==> src/rtl/rggen_apb_cmd_master.sv <==
// rggen_apb_cmd_master
//   Turns a valid/ready command stream into single APB3/APB4 transfers and
//   returns read data and error status on a valid/ready response stream.
//   One transfer is in flight at a time: IDLE -> SETUP -> ACCESS -> RESP.
//
//   Optional build macro: RGGEN_APB_CMD_MASTER_TIMEOUT_EN
//     When defined, an ACCESS phase that sees no pready for TIMEOUT_CYCLES
//     cycles is abandoned and answered with resp_error=1, read data 0.
//     When undefined, ACCESS waits for pready indefinitely.
//
//   Handshakes: a command moves when i_cmd_valid & o_cmd_ready are both 1 on
//   a rising clock edge; a response moves when o_resp_valid & i_resp_ready
//   are both 1 on a rising clock edge. Once raised, o_resp_valid and its data
//   hold until the response moves. o_cmd_ready never depends on i_cmd_valid.
//
//   o_debug_state exposes the FSM: 0=IDLE, 1=SETUP, 2=ACCESS, 3=RESP.
module rggen_apb_cmd_master #(
  parameter int ADDRESS_WIDTH  = 7,
  parameter int BUS_WIDTH      = 32,
  parameter int TIMEOUT_CYCLES = 64
) (
  input  logic                     i_clk,
  input  logic                     i_rst_n,
  input  logic                     i_cmd_valid,
  output logic                     o_cmd_ready,
  input  logic                     i_cmd_write,
  input  logic [ADDRESS_WIDTH-1:0] i_cmd_address,
  input  logic [BUS_WIDTH-1:0]     i_cmd_write_data,
  input  logic [BUS_WIDTH/8-1:0]   i_cmd_strobe,
  output logic                     o_resp_valid,
  input  logic                     i_resp_ready,
  output logic [BUS_WIDTH-1:0]     o_resp_read_data,
  output logic                     o_resp_error,
  output logic                     o_psel,
  output logic                     o_penable,
  output logic [ADDRESS_WIDTH-1:0] o_paddr,
  output logic [2:0]               o_pprot,
  output logic                     o_pwrite,
  output logic [BUS_WIDTH-1:0]     o_pwdata,
  output logic [BUS_WIDTH/8-1:0]   o_pstrb,
  input  logic                     i_pready,
  input  logic [BUS_WIDTH-1:0]     i_prdata,
  input  logic                     i_pslverr,
  output logic [1:0]               o_debug_state
);

  localparam int STRB_WIDTH = BUS_WIDTH / 8;

  typedef enum logic [1:0] {
    IDLE   = 2'd0,
    SETUP  = 2'd1,
    ACCESS = 2'd2,
    RESP   = 2'd3
  } state_t;

  state_t state;
  state_t state_next;

  logic cmd_accept;
  logic resp_handshake;
  logic access_done;
  logic access_timeout;

  // A new command can be taken when nothing is in flight, or when the
  // pending response is being consumed in this very cycle.
  assign o_cmd_ready    = (state == IDLE) || ((state == RESP) && i_resp_ready);
  assign cmd_accept     = i_cmd_valid && o_cmd_ready;
  assign resp_handshake = (state == RESP) && i_resp_ready;
  // pready (and therefore pslverr) only counts while psel&penable are high,
  // which is exactly the ACCESS state.
  assign access_done    = (state == ACCESS) && i_pready;

  assign o_pprot        = 3'b000;
  assign o_debug_state  = state;

`ifdef RGGEN_APB_CMD_MASTER_TIMEOUT_EN
  localparam logic [15:0] TIMEOUT_LAST = 16'(TIMEOUT_CYCLES - 1);

  logic [15:0] timeout_count;

  // Expiry fires on the last permitted ACCESS cycle without pready; a
  // pready arriving on that same cycle still completes normally.
  assign access_timeout = (state == ACCESS) && !i_pready &&
                          (timeout_count == TIMEOUT_LAST);

  // Count ACCESS cycles without pready; cleared while in SETUP so each
  // ACCESS phase starts from zero.
  always_ff @(posedge i_clk or negedge i_rst_n) begin
    if (!i_rst_n) begin
      timeout_count <= '0;
    end else if (state == SETUP) begin
      timeout_count <= '0;
    end else if ((state == ACCESS) && !i_pready && !access_timeout) begin
      timeout_count <= timeout_count + 16'd1;
    end
  end
`else
  // No timeout path in this build; constant 0 for any legal TIMEOUT_CYCLES.
  assign access_timeout = (TIMEOUT_CYCLES < 0);
`endif

  // FSM state register.
  always_ff @(posedge i_clk or negedge i_rst_n) begin
    if (!i_rst_n) begin
      state <= IDLE;
    end else begin
      state <= state_next;
    end
  end

  // FSM next-state logic.
  always_comb begin
    state_next = state;
    case (state)
      IDLE: begin
        if (cmd_accept) begin
          state_next = SETUP;
        end
      end
      SETUP: begin
        state_next = ACCESS;
      end
      ACCESS: begin
        if (access_done || access_timeout) begin
          state_next = RESP;
        end
      end
      RESP: begin
        if (resp_handshake) begin
          state_next = cmd_accept ? SETUP : IDLE;
        end
      end
      default: begin
        state_next = IDLE;
      end
    endcase
  end

  // APB request side: load the command on accept, raise penable after the
  // single SETUP cycle, and release the bus when ACCESS ends.
  always_ff @(posedge i_clk or negedge i_rst_n) begin
    if (!i_rst_n) begin
      o_psel    <= 1'b0;
      o_penable <= 1'b0;
      o_paddr   <= '0;
      o_pwrite  <= 1'b0;
      o_pwdata  <= '0;
      o_pstrb   <= '0;
    end else if (cmd_accept) begin
      o_psel    <= 1'b1;
      o_penable <= 1'b0;
      o_paddr   <= i_cmd_address;
      o_pwrite  <= i_cmd_write;
      o_pwdata  <= i_cmd_write_data;
      o_pstrb   <= i_cmd_write ? i_cmd_strobe : {STRB_WIDTH{1'b0}};
    end else if (state == SETUP) begin
      o_penable <= 1'b1;
    end else if (access_done || access_timeout) begin
      o_psel    <= 1'b0;
      o_penable <= 1'b0;
    end
  end

  // Response side: capture the slave's answer (or a timeout) as ACCESS ends
  // and hold it until the consumer takes it.
  always_ff @(posedge i_clk or negedge i_rst_n) begin
    if (!i_rst_n) begin
      o_resp_valid     <= 1'b0;
      o_resp_read_data <= '0;
      o_resp_error     <= 1'b0;
    end else if (access_done) begin
      o_resp_valid     <= 1'b1;
      o_resp_read_data <= o_pwrite ? {BUS_WIDTH{1'b0}} : i_prdata;
      o_resp_error     <= i_pslverr;
    end else if (access_timeout) begin
      o_resp_valid     <= 1'b1;
      o_resp_read_data <= '0;
      o_resp_error     <= 1'b1;
    end else if (resp_handshake) begin
      o_resp_valid     <= 1'b0;
    end
  end

endmodule

==> config.mk <==
export PLATFORM = sky130hd
export DESIGN_NAME = rggen_apb_cmd_master
export DESIGN_NICKNAME = d
export VERILOG_FILES = /design/src/rtl/rggen_apb_cmd_master.sv
export SDC_FILE = /design/constraint.sdc
export NUM_CORES = 1
export LEC_CHECK = 0
export ABC_AREA = 1
export CAP_MARGIN = 20
export CELL_PAD_IN_SITES_DETAIL_PLACEMENT = 1
export CELL_PAD_IN_SITES_GLOBAL_PLACEMENT = 2
export CORE_MARGIN = 5
export CORE_UTILIZATION = 20
export DETAILED_ROUTE_END_ITERATION = 8
export PLACE_DENSITY = 0.73
export REMOVE_ABC_BUFFERS = 1
export SYNTH_ARGS = -nofsm -noshare
export SYNTH_HDL_FRONTEND = slang
export SYNTH_SLANG_ARGS = --single-unit
==> constraint.sdc <==
create_clock -name i_clk -period 1.5 [get_ports i_clk]
set_clock_uncertainty 0.2 [all_clocks]
set_input_delay 0.375 -clock i_clk [delete_from_list [all_inputs] [get_ports i_clk]]
set_output_delay 0.375 -clock i_clk [all_outputs]
set_load 0.01 [all_outputs]
==> impl_metrics.env <==
export IMPL_cts_sinks=82
export IMPL_post_place_cells=754
export IMPL_syn_to_final_growth_pct=81.2
export IMPL_synth_distinct_cells=17
export IMPL_core_area_sq_mm=0.0163
export IMPL_design_die_area_sq_mm=0.0191
export IMPL_worst_path_max_fanout=3
export IMPL_tritoncts="built"
export IMPL_cts_root_buf="clkbuf_16"
export IMPL_hp_start="o_pwdata[2]"
export IMPL_cpMaxStageDelayCell="dfrtp_1"
export IMPL_overflow=0
export IMPL_cp_cell_sequence="ha_2 -> nand2_4 -> nand2_4 -> buf_6"
export IMPL_fin_cells=798
export IMPL_cpMostUsedCell="nand2_4"
export IMPL_drive_gt1_frac=0.324
export IMPL_finalHoldViolCount=0
export IMPL_startpoint_type="flip-flop"
export IMPL_clkTransAtPathRegs_ns=0.06
export IMPL_routed_wl_um=13100
export IMPL_finalSetupTns_ns=-13.50
export IMPL_final_max_slew_violation_count=0
export IMPL_fillCellCount=1918
export IMPL_grt_use_total=0.133
export IMPL_avgSynthCellArea_sq_um=8.95
export IMPL_crit_type="flip-flop to output pin"
export IMPL_regToRegStartpoint="o_debug_state[1]"
export IMPL_synthCells=368
export IMPL_cp_slowest_stage_delay_ns=0.41
export IMPL_ant_nets=0
export IMPL_seqPwrFrac=0.313
export IMPL_layout_commonest_cell="nand2_1"
export IMPL_grt_max_degree=48
export IMPL_port_buffers=164
export IMPL_postLayoutCellArea_sq_mm=0.00597
export IMPL_dr_max_layer_used="met4"
export IMPL_synth_area_mux_share=0.00342
export IMPL_antenna_found_initial=0
export IMPL_gp_congestion=0.762
export IMPL_period_minus_slack_ns=1.77
export IMPL_grt_pass1_wl_um=20500
export IMPL_period_share=1.18
export IMPL_synth_compound_area_frac=0.0646
export IMPL_cts_buffers=9
export IMPL_pre_cts_slack_ns=-0.622
export IMPL_maxCapViolations=0
export IMPL_wl_met3_um=824
export IMPL_failed_checks="setup timing"
export IMPL_powerDensity_mw_per_mm2=2000
export IMPL_fin_nets=661
export IMPL_synth_top_family_by_area="simple AND/OR/NAND/NOR gates"
export IMPL_core_rowCount=47
export IMPL_finalSetupViolations=84
export IMPL_synth_adder_area_share=0.0190
export IMPL_switching_share=0.377
export IMPL_first_global_vias=3655
export IMPL_arrival_ns=1.20
export IMPL_placed_area_sq_mm=0.00533
export IMPL_yosysSeqAreaShare=0.623
export IMPL_power_leakage_nw=3.03
export IMPL_rsz0062_at_grt="yes"
export IMPL_io_pins=168
export IMPL_start_util=0.202
export IMPL_dr_wl_met2_um=6590
export IMPL_hold_path_class="flip-flop to flip-flop"
export IMPL_drc=0
export IMPL_fmax_ghz=0.565
export IMPL_clock_path_buffers=2
export IMPL_cp_top_family="flip-flops"
export IMPL_htreeDepth=3
export IMPL_routed_via_count=3244
export IMPL_layout_common_cells="nand2_1 (188), dfrtp_1 (82), clkdlybuf4s50_1 (80), buf_2 (79), o21ai_1 (22)"
export IMPL_p_int_mw=7.44
export IMPL_holdWs_ns=0.273
export IMPL_min_to="o_pwdata[2]"
export IMPL_detail_route_wl_per_cell_um=16.4
export IMPL_drt_initial_drc_count=88
export IMPL_fin_ws_ns=-0.270
export IMPL_die_w_um=138
export IMPL_required_ns=0.92
export IMPL_end_kind="output pin"
export IMPL_comb_power_share=0.500
export IMPL_yosysWarnings=0
export IMPL_clk_latency_ns=0.33
export IMPL_post_route_util=0.365
export IMPL_ir_worst_vdd_mv=0.674
export IMPL_worstRegToRegCells=9
export IMPL_synth_area_sq_mm=0.00329
export IMPL_n_antenna_cell=0
export IMPL_dp_hpwl_um=8150
export IMPL_whs_path_depth=2
export IMPL_r2r_slack_ns=-0.20
export IMPL_drt_first_pass_iters=4
export IMPL_ys_ff_latch=82
export IMPL_die_height_um=138
export IMPL_viasPerCell=4.07
export IMPL_power_mw=12.0
export IMPL_synth_simple_area_share=0.239
export IMPL_wirelength_met1_um=5490
export IMPL_p_clk_frac=0.186
export IMPL_p_switching_mw=4.51
export IMPL_critPathBufInv=1
export IMPL_status="finished, violations left"
export IMPL_synth_xor_xnor_area_share=0
export IMPL_reg2reg_to="o_pwdata[25]"
-- area by class of cell --
cell class,instances,area (sq um),share of cell area
inverters,7,41.3,0.00692
well taps,220,275,0.0461
flip-flops and latches,82,2050,0.344
clock inverters,5,55.1,0.00922
repair buffers,215,2040,0.341
multi-input cells,259,1270,0.213
clock buffers,10,239,0.0400
-- cells in the mapped netlist --
master / number / area, sq um
mux2_2: 1 / 11.3
inv_1: 6 / 22.5
buf_6: 3 / 33.8
o21bai_1: 1 / 7.51
ha_1: 5 / 62.6
nand2_1: 202 / 758
inv_2: 1 / 3.75
buf_4: 7 / 52.6
clkbuf_1: 3 / 11.3
conb_1: 1 / 3.75
nor2_1: 3 / 11.3
dfrtp_1: 82 / 2050
nand2_2: 2 / 12.5
buf_2: 6 / 30.0
o21ai_0: 41 / 205
nand3_1: 1 / 5.00
buf_1: 3 / 11.3
-- timing repair --
item | CTS | global route
buffers inserted | 15 | 7
setup endpoints to repair | 164 | 87
pin swaps | 6 | 10
hold endpoints to repair | 82 | 0
gates resized for setup | 407 | 56
hold buffers | 1 | 0
gates cloned | 10 | 2
-- worst register-to-register path, stage by stage (launching register included) --
cell	delay, ns
dfrtp_1	0.40
ha_2	0.23
nand2_4	0.06
nand2_4	0.07
buf_6	0.11
nand2_8	0.09
buf_6	0.16
buf_16	0.16
nand2_1	0.07
nand2_1	0.06
-- logic make-up (layout without fill, tap and decap cells) --
kind of cell,count (synthesis),after routing
AOI/OAI and AO/OA,42,42
adders and majority gates,5,5
buffers and inverters,29,237
DFF,82,82
muxes,1,1
other,1,3
and+or+nand+nor,208,208
-- flip-flops by register name, summed over array words and instances, names as in the netlist --
signal,cells
o_pwrite,1
o_pwdata,32
o_psel,1
o_resp_read_data,32
o_debug_state,2
o_resp_error,1
o_pstrb,4
o_resp_valid,1
o_penable,1
o_paddr,7
-- how the worst max path moves through the flow --
stage	from	end	slack (ns)	cells past startpoint
2_1_floorplan	o_debug_state[0]	o_resp_error	-0.93	4
3_3_place_gp	i_resp_ready	o_cmd_ready	-0.62	4
3_5_place_dp	i_resp_ready	o_cmd_ready	-0.62	4
4_1_cts	o_debug_state[1]	o_cmd_ready	-0.29	4
5_1_grt	o_debug_state[0]	o_cmd_ready	-0.31	4
6_report	o_debug_state[0]	o_cmd_ready	-0.27	4
-- layer usage --
layer	GRT usage	up-vias
met4	0.0426	0
met5	0	-
met2	0.228	113
met3	0.0380	13
li1	-	1546
met1	0.163	1572
-- power by group through the flow --
stage | Clock (mW) | Combinational (mW) | Sequential, mW
floorplan | 0 | 1.47 | 4.16
detailed placement | 0 | 5.26 | 3.76
global placement | 0 | 5.10 | 3.75
global route | 2.38 | 6.56 | 3.87
finish | 2.23 | 5.98 | 3.75
CTS | 2.30 | 5.73 | 3.72
Power figures use the tool's default switching activity.
